===== src/rtl/comp_sweep_driver_if.sv =====
// Operand/result bus between the sweep driver and a magnitude comparator.
interface comp_sweep_driver_if #(parameter int WIDTH = 2);
  logic [WIDTH-1:0] a_o;
  logic [WIDTH-1:0] b_o;
  logic             agreaterb_i;
  logic             aequalb_i;
  logic             alesserb_i;

  modport master (output a_o, b_o, input agreaterb_i, aequalb_i, alesserb_i);
  modport slave  (input a_o, b_o, output agreaterb_i, aequalb_i, alesserb_i);
endinterface


===== src/rtl/comp_sweep_driver.sv =====
// Built-in self-test engine: sweeps every operand pair into a magnitude
// comparator, checks its flags against a reference and reports the result.
module comp_sweep_driver #(
  parameter int WIDTH         = 2,
  parameter int SETTLE_CYCLES = 1
) (
  input  logic                  clk,
  input  logic                  rst_n,
  input  logic                  start,
  comp_sweep_driver_if.master   cmp,
  output logic                  busy,
  output logic                  done,
  output logic                  pass,
  output logic [2*WIDTH:0]      err_count,
  output logic                  first_err_valid,
  output logic [WIDTH-1:0]      first_err_a,
  output logic [WIDTH-1:0]      first_err_b
);
  localparam int IW = 2 * WIDTH;
  localparam int CW = (SETTLE_CYCLES > 1) ? $clog2(SETTLE_CYCLES) : 1;
  localparam logic [CW-1:0] CNT_LOAD = CW'(SETTLE_CYCLES - 1);

  typedef enum logic [1:0] {IDLE, SETTLE, CHECK, DONE} state_t;

  state_t          state;
  logic [IW-1:0]   idx;
  logic [CW-1:0]   cnt;
  logic [2:0]      exp_flags, got_flags;
  logic            mism;

  // Operands come straight from the registered sweep index, b fastest.
  assign cmp.a_o = idx[IW-1:WIDTH];
  assign cmp.b_o = idx[WIDTH-1:0];

  assign exp_flags = {cmp.a_o > cmp.b_o, cmp.a_o == cmp.b_o, cmp.a_o < cmp.b_o};
  assign got_flags = {cmp.agreaterb_i, cmp.aequalb_i, cmp.alesserb_i};
  assign mism      = (got_flags != exp_flags);

  always_ff @(posedge clk or negedge rst_n) begin
    if (!rst_n) begin
      state           <= IDLE;
      idx             <= '0;
      cnt             <= '0;
      busy            <= 1'b0;
      done            <= 1'b0;
      pass            <= 1'b0;
      err_count       <= '0;
      first_err_valid <= 1'b0;
      first_err_a     <= '0;
      first_err_b     <= '0;
    end else begin
      case (state)
        IDLE: begin
          done <= 1'b0;
          if (start) begin
            state           <= SETTLE;
            idx             <= '0;
            cnt             <= CNT_LOAD;
            busy            <= 1'b1;
            pass            <= 1'b0;
            err_count       <= '0;
            first_err_valid <= 1'b0;
            first_err_a     <= '0;
            first_err_b     <= '0;
          end
        end
        SETTLE: begin
          if (cnt == '0) state <= CHECK;
          else           cnt   <= cnt - 1'b1;
        end
        CHECK: begin
          if (mism) begin
            err_count <= err_count + 1'b1;
            if (!first_err_valid) begin
              first_err_valid <= 1'b1;
              first_err_a     <= cmp.a_o;
              first_err_b     <= cmp.b_o;
            end
          end
          if (idx == '1) begin
            // pass must account for the pair being checked this cycle
            state <= DONE;
            done  <= 1'b1;
            busy  <= 1'b0;
            pass  <= (err_count == '0) && !mism;
          end else begin
            idx   <= idx + 1'b1;
            cnt   <= CNT_LOAD;
            state <= SETTLE;
          end
        end
        DONE: begin
          done  <= 1'b0;
          state <= IDLE;
        end
        default: state <= IDLE;
      endcase
    end
  end
endmodule

===== src/flat_wrapper.sv =====
// flat-port wrapper written by rule: the top's interface ports become plain ports
module comp_sweep_driver_flat 
#(
  parameter int WIDTH         = 2,
  parameter int SETTLE_CYCLES = 1
)
  (clk, rst_n, start, busy, done, pass, err_count, first_err_valid, first_err_a, first_err_b, cmp_a_o, cmp_b_o, cmp_agreaterb_i, cmp_aequalb_i, cmp_alesserb_i);
  comp_sweep_driver_if #(.WIDTH(WIDTH)) cmp_i ();
  input  logic clk;
  input  logic rst_n;
  input  logic start;
  output logic busy;
  output logic done;
  output logic pass;
  output logic [2*WIDTH:0] err_count;
  output logic first_err_valid;
  output logic [WIDTH-1:0] first_err_a;
  output logic [WIDTH-1:0] first_err_b;
  output wire logic [$bits(cmp_i.a_o)-1:0] cmp_a_o;
  output wire logic [$bits(cmp_i.b_o)-1:0] cmp_b_o;
  input wire logic [$bits(cmp_i.agreaterb_i)-1:0] cmp_agreaterb_i;
  input wire logic [$bits(cmp_i.aequalb_i)-1:0] cmp_aequalb_i;
  input wire logic [$bits(cmp_i.alesserb_i)-1:0] cmp_alesserb_i;
  assign cmp_a_o = cmp_i.a_o;
  assign cmp_b_o = cmp_i.b_o;
  assign cmp_i.agreaterb_i = cmp_agreaterb_i;
  assign cmp_i.aequalb_i = cmp_aequalb_i;
  assign cmp_i.alesserb_i = cmp_alesserb_i;
  comp_sweep_driver #(.WIDTH(WIDTH), .SETTLE_CYCLES(SETTLE_CYCLES)) u_core (.clk(clk), .rst_n(rst_n), .start(start), .cmp(cmp_i), .busy(busy), .done(done), .pass(pass), .err_count(err_count), .first_err_valid(first_err_valid), .first_err_a(first_err_a), .first_err_b(first_err_b));
endmodule

===== config.mk =====
export PLATFORM = sky130hd
export DESIGN_NAME = comp_sweep_driver_flat
export DESIGN_NICKNAME = d
export VERILOG_FILES = /design/src/rtl/comp_sweep_driver_if.sv /design/src/rtl/comp_sweep_driver.sv /design/src/flat_wrapper.sv
export SDC_FILE = /design/constraint.sdc
export NUM_CORES = 1
export LEC_CHECK = 0
export CORE_MARGIN = 1
export CORE_UTILIZATION = 48
export DETAILED_ROUTE_END_ITERATION = 10
export DONT_BUFFER_PORTS = 1
export GPL_TIMING_DRIVEN = 0
export SLEW_MARGIN = 15
export SYNTH_ARGS = -nofsm -noshare
export SYNTH_HDL_FRONTEND = slang
export SYNTH_SLANG_ARGS = --single-unit

===== constraint.sdc =====
create_clock -name clk -period 2.8 [get_ports clk]
set_input_delay 0.7 -clock clk [delete_from_list [all_inputs] [get_ports clk]]
set_output_delay 0.7 -clock clk [all_outputs]
set_load 0.01 [all_outputs]

# Word-level counts from Yosys, hierarchy flattened
# Index checks and enable logic that the tools add are counted.
[totals] regBits=20 input_bits=6 output_inout_bits=17 word_cells=72
[classes] n_addsub=3 order_cmp=2 n_eq_ne=12 mux=30 reduce_logical=15
[op_table] cell="2-to-1 mux 2 bit" count=8
[op_table] cell="AND reduction 3 bit" count=4
[op_table] cell="2-to-1 mux 5 bit" count=2
[op_table] cell="one-hot mux 5 bit (2 select lines)" count=1
[op_table] cell="2-to-1 mux 1 bit" count=8
[op_table] cell="2-to-1 mux 4 bit" count=2
[op_table] cell="!= test 2 bit, second input constant" count=4
[op_table] cell="one-hot mux 1 bit (2 select lines)" count=4
[op_table] cell="one-hot mux 2 bit (2 select lines)" count=2
[op_table] cell="one-hot mux 2 bit (4 select lines)" count=1
[op_table] cell="one-hot mux 4 bit (2 select lines)" count=1
[op_table] cell="adder 5 x 1 -> 5 bit, second input constant" count=1
[op_table] cell="logical NOT 5 bit" count=1
[op_table] cell="adder 4 x 1 -> 4 bit, second input constant" count=1
[op_table] cell="equality test 2 bit, second input constant" count=2
[op_table] cell="equality test 4 bit, second input constant" count=1
[op_table] cell="!= test 2 x 1 -> 1 bit, second input constant" count=2
[op_table] cell="AND reduction 2 bit" count=2
[op_table] cell="AND reduction 4 bit" count=1
[op_table] cell="nonzero test 2 bit" count=2
[op_table] cell="!= test 3 bit" count=1
[op_table] cell="one-hot mux 1 bit (3 select lines)" count=1
[op_table] cell="nonzero test 3 bit" count=1
[op_table] cell="equality test 2 x 1 -> 1 bit, second input constant" count=1
[op_table] cell="other kinds (8)" count=8

# Logic depth before layout (Yosys ltp)
[depth] word_depth=6 mapped_depth=9 ltp_nobuf=7

# Least setup slack after synthesis
# No wires, ideal clock.
[synth_timing] kind="reg-to-reg" start="reg u_core.idx[1]" end="reg u_core.err_count[0]" setup_time_ps=125 arrival_time_ps=2025 required_time_ps=2675 path_slack_ps=650 path_stages_with_launch=9 path_buffers=1 period_less_slack_ps=2150 cell_sequence="dfrtp_1 > inv_1 > ha_1 > a31o_1 > a211o_1 > a211oi_2 > buf_6 > nor3_2 > mux2_4"
[synth_via] elab_chain_cells=4 word_cells_on_any_way=6 cone_classes="2 x order compare; 3 x eq/ne; 1 x reduce/logical"
[synth_rtl] item="start, declared" line="comp_sweep_driver.sv:26" text="logic [IW-1:0] idx;"
[synth_rtl] item="start signal, assigned" line="comp_sweep_driver.sv:87" text="idx <= idx + 1'b1;"
[synth_rtl] item="less-than comparator 2 bit (tied with other cells)" line="comp_sweep_driver.sv:35" text="assign exp_flags = {cmp.a_o > cmp.b_o, cmp.a_o == cmp.b_o, cmp.a_o < cmp.b_o};"
[synth_rtl] item="!= test 3 bit *" line="comp_sweep_driver.sv:37" text="assign mism = (got_flags != exp_flags);"
[synth_rtl] item="!= test 2 x 1 -> 1 bit (no source line) *"
[synth_rtl] item="AND reduction 3 bit (no source line) *"
[synth_rtl] item="end signal, assigned" line="comp_sweep_driver.sv:73" text="err_count <= err_count + 1'b1;"
[synth_rtl] item="end, declared" line="comp_sweep_driver.sv:14" text="output logic [2*WIDTH:0] err_count,"
# Every way passes the cells marked *; elsewhere a longest branch is shown, timed or not.
# A chain may end at the register's enable or synchronous reset.

# Final worst setup path
# Ends and elaborated chain as after synthesis.

==> metrics <==
status=completed; Longest Clk Path Bufs=2; hold crit path type=in2async; CP max-delay cell=dfrtp_1; WHS=80.8 ps; die footprint=0.00256 mm2; PwrDens=976 mW/mm2; Final Critical Period=2410 ps; first-pass GRT wire length=3880 um; CTS Buf Count=3; Max FO, Critical Path=10; crit path cell chain=inv_1 -> ha_1 -> a31o_1 -> a211o_1 -> a211oi_2 -> buf_6 -> nor3_2 -> mux2_4; PortBufs=0; VDD IR max=0.000586 V; post-synthesis sequential area ratio=41.9%; core area=0.00221 mm2; CP peak stage delay=490 ps; Async SR Flop Fraction=100%; Worst Tran Pin Value=497 ps; # resized after CTS=0; die extent in y=50.6 um; vias per std cell=5.97; Mapped Avg Cell Area=9.00 um2; min setup slack post-route=394 ps; Boundary Pins=23; cell area after synthesis=0.00113 mm2; CP top delay family=compound AO/OA/AOI/OAI gates; R2R Path End=u_core.err_count[0]; total chip power=0.00117 W; Sink Count=19; Worst-path clk slew=110 ps; Leak=0.512 nW; drt drc=0; CTS H-tree depth=1; Final Wtd Congestion=0.737; Mapped Nets=140; FF-to-FF path depth=8; antenna violations before repair=0; Synth cell types=37; Setup Buffers After CTS=0; Starting Density=51.2%; First DRT Iteration DRCs=21; critical path capture point type=register; RSZ-0062 raised after global routing=false; drt first pass iters=5; Worst Path Arrival=2600 ps; area of the multi-input gates=578 um2; Critical path buffers and inverters=2; GRT Util Overall=20.5%; layout cells sized above 1=7.69%; Worst Setup Start Kind=register; Post-synth EDFFs=0; Tcrit/Tclk final=85.9%; cell area after layout=0.00119 mm2; Reg2Reg Setup Slack=390 ps; Placed Area=0.00117 mm2; Site Rows=17; Max Clock Freq=416 MHz; Final ANT Viol Nets=0; final-report max-slew violation count=0; CTS tree=done; Nets=145; Antenna Cells=0; DR WL met2=1090 um; Routed wire per std cell=15.1 um; RR Startpoint=u_core.idx[1]; cell count after synthesis=126; via count=943; root buffer cell=clkbuf_4; largest net degree at the start of global routing=20; post-DP HPWL=1710 um; relative slew slack=66.9%; Die Width=50.6 um; clk_skew=1.60 ps; number of global-route vias before repair=861; hold_buf cts=0; overflow left after global routing=0; Reg area=475 um2; # setup viols final=0; Critical Path RT=2990 ps; top routing layer in use=met4; dominant synthesized flop cell=dfrtp_1; Layout area overhead=5.41%; M1 wire length=1180 um; max-cap viol count=0; Setup TNS=0 ps; WL met3=88 um; Place WS=408 ps; Crit Path Class=reg2reg; Clk Latency, worst-skew pair=290 ps; Post-Route WL=2380 um; Final Hold Vio Count=0; Yosys warnings=0; #FFs+latches synth=19; Fill cells=203
placed cells by master, fill, tap and decap left out, drive strengths merged:
cell type,n
dfrtp,19
o21ai,17
nand2,12
inv,11
nand3,10
ha,8
clkbuf,8
nor2,7
a21oi,5
nand2b,3
o311ai,3
buf,3
or3,2
o211ai,2
a22o,2
a211oi,2
and3,1
a31o,1
a211o,1
xnor2,1
or2,1
nor3,1
a21o,1
nor4b,1
o41ai,1
o31ai,1
a22oi,1
a31oi,1
o2bb2ai,1
or4,1
mux2,1
mux2i,1
cell families (layout without fill, tap and decap cells):
kind of cell | Yosys count | count (layout) | synth area share [%]
buf+inv | 18 | 22 | 7.06
mux | 2 | 2 | 2.21
simple gates | 39 | 39 | 16.9
fa+ha+maj | 8 | 8 | 8.83
flops | 19 | 19 | 41.9
compound gates | 39 | 39 | 22.3
xor+xnor | 1 | 1 | 0.773
worst max path at each step:
stage / start / end / slack (ps) / depth (start not counted)
global route: u_core.idx[1] / u_core.err_count[0] / 240 / 8
floorplan: u_core.idx[1] / u_core.err_count[0] / 650 / 8
global placement: u_core.idx[1] / u_core.err_count[0] / 420 / 8
CTS: u_core.idx[1] / u_core.err_count[0] / 380 / 8
finish: u_core.idx[1] / u_core.err_count[0] / 390 / 8
detailed placement: u_core.idx[1] / u_core.err_count[0] / 410 / 8
cell usage after synthesis, types with 2 or more instances:
master | number | share of area [%]
a22o_1 | 2 | 1.5
nand2b_1 | 3 | 1.7
o311ai_1 | 3 | 2.3
nand3_1 | 10 | 4.4
nand2_1 | 12 | 4.0
inv_1 | 10 | 3.3
o21ai_1 | 14 | 6.2
ha_1 | 8 | 8.8
or3_1 | 2 | 1.1
nor2_1 | 7 | 2.3
clkbuf_1 | 4 | 1.3
o211ai_1 | 2 | 1.3
o21ai_0 | 3 | 1.3
dfrtp_1 | 19 | 42
a21oi_1 | 5 | 2.2
sequential cells by signal, indices dropped and copies added, names as in the netlist:
name and flops:
u_core.first_err_valid 1, u_core.first_err_a 2, u_core.pass 1, u_core.state 2, u_core.done 1, u_core.first_err_b 2, u_core.err_count 5, u_core.idx 4
u_core.busy 1
report_power, final:
part           total [W]  internal (W)  switching [W]
logic           0.000577      0.000212       0.000365
registers       0.000445      0.000341       0.000104
clock network   0.000144     0.0000554      0.0000882
total            0.00117      0.000609       0.000557
cell type report:
cell class                 instances  area share (%)
buffer                             7            3.25
clock buffer                       4            2.20
inverter                          11            3.46
multi-input combinational         89            48.4
sequential                        19            39.8
tap                               28            2.93
through the flow:
step,cells,utilization [%]
after floorplan,126,-
after global placement,154,52.8
after detailed placement,154,52.8
after CTS,158,54.0
after global routing,158,54.0
final,158,54.0
layer usage:
layer  global-route usage (%)  up-vias
met5                        0        -
met4                     6.94        0
met3                     4.24        2
met2                     34.4       27
met1                     26.0      458
li1                         -      456
(Power assumes the default switching activity.)
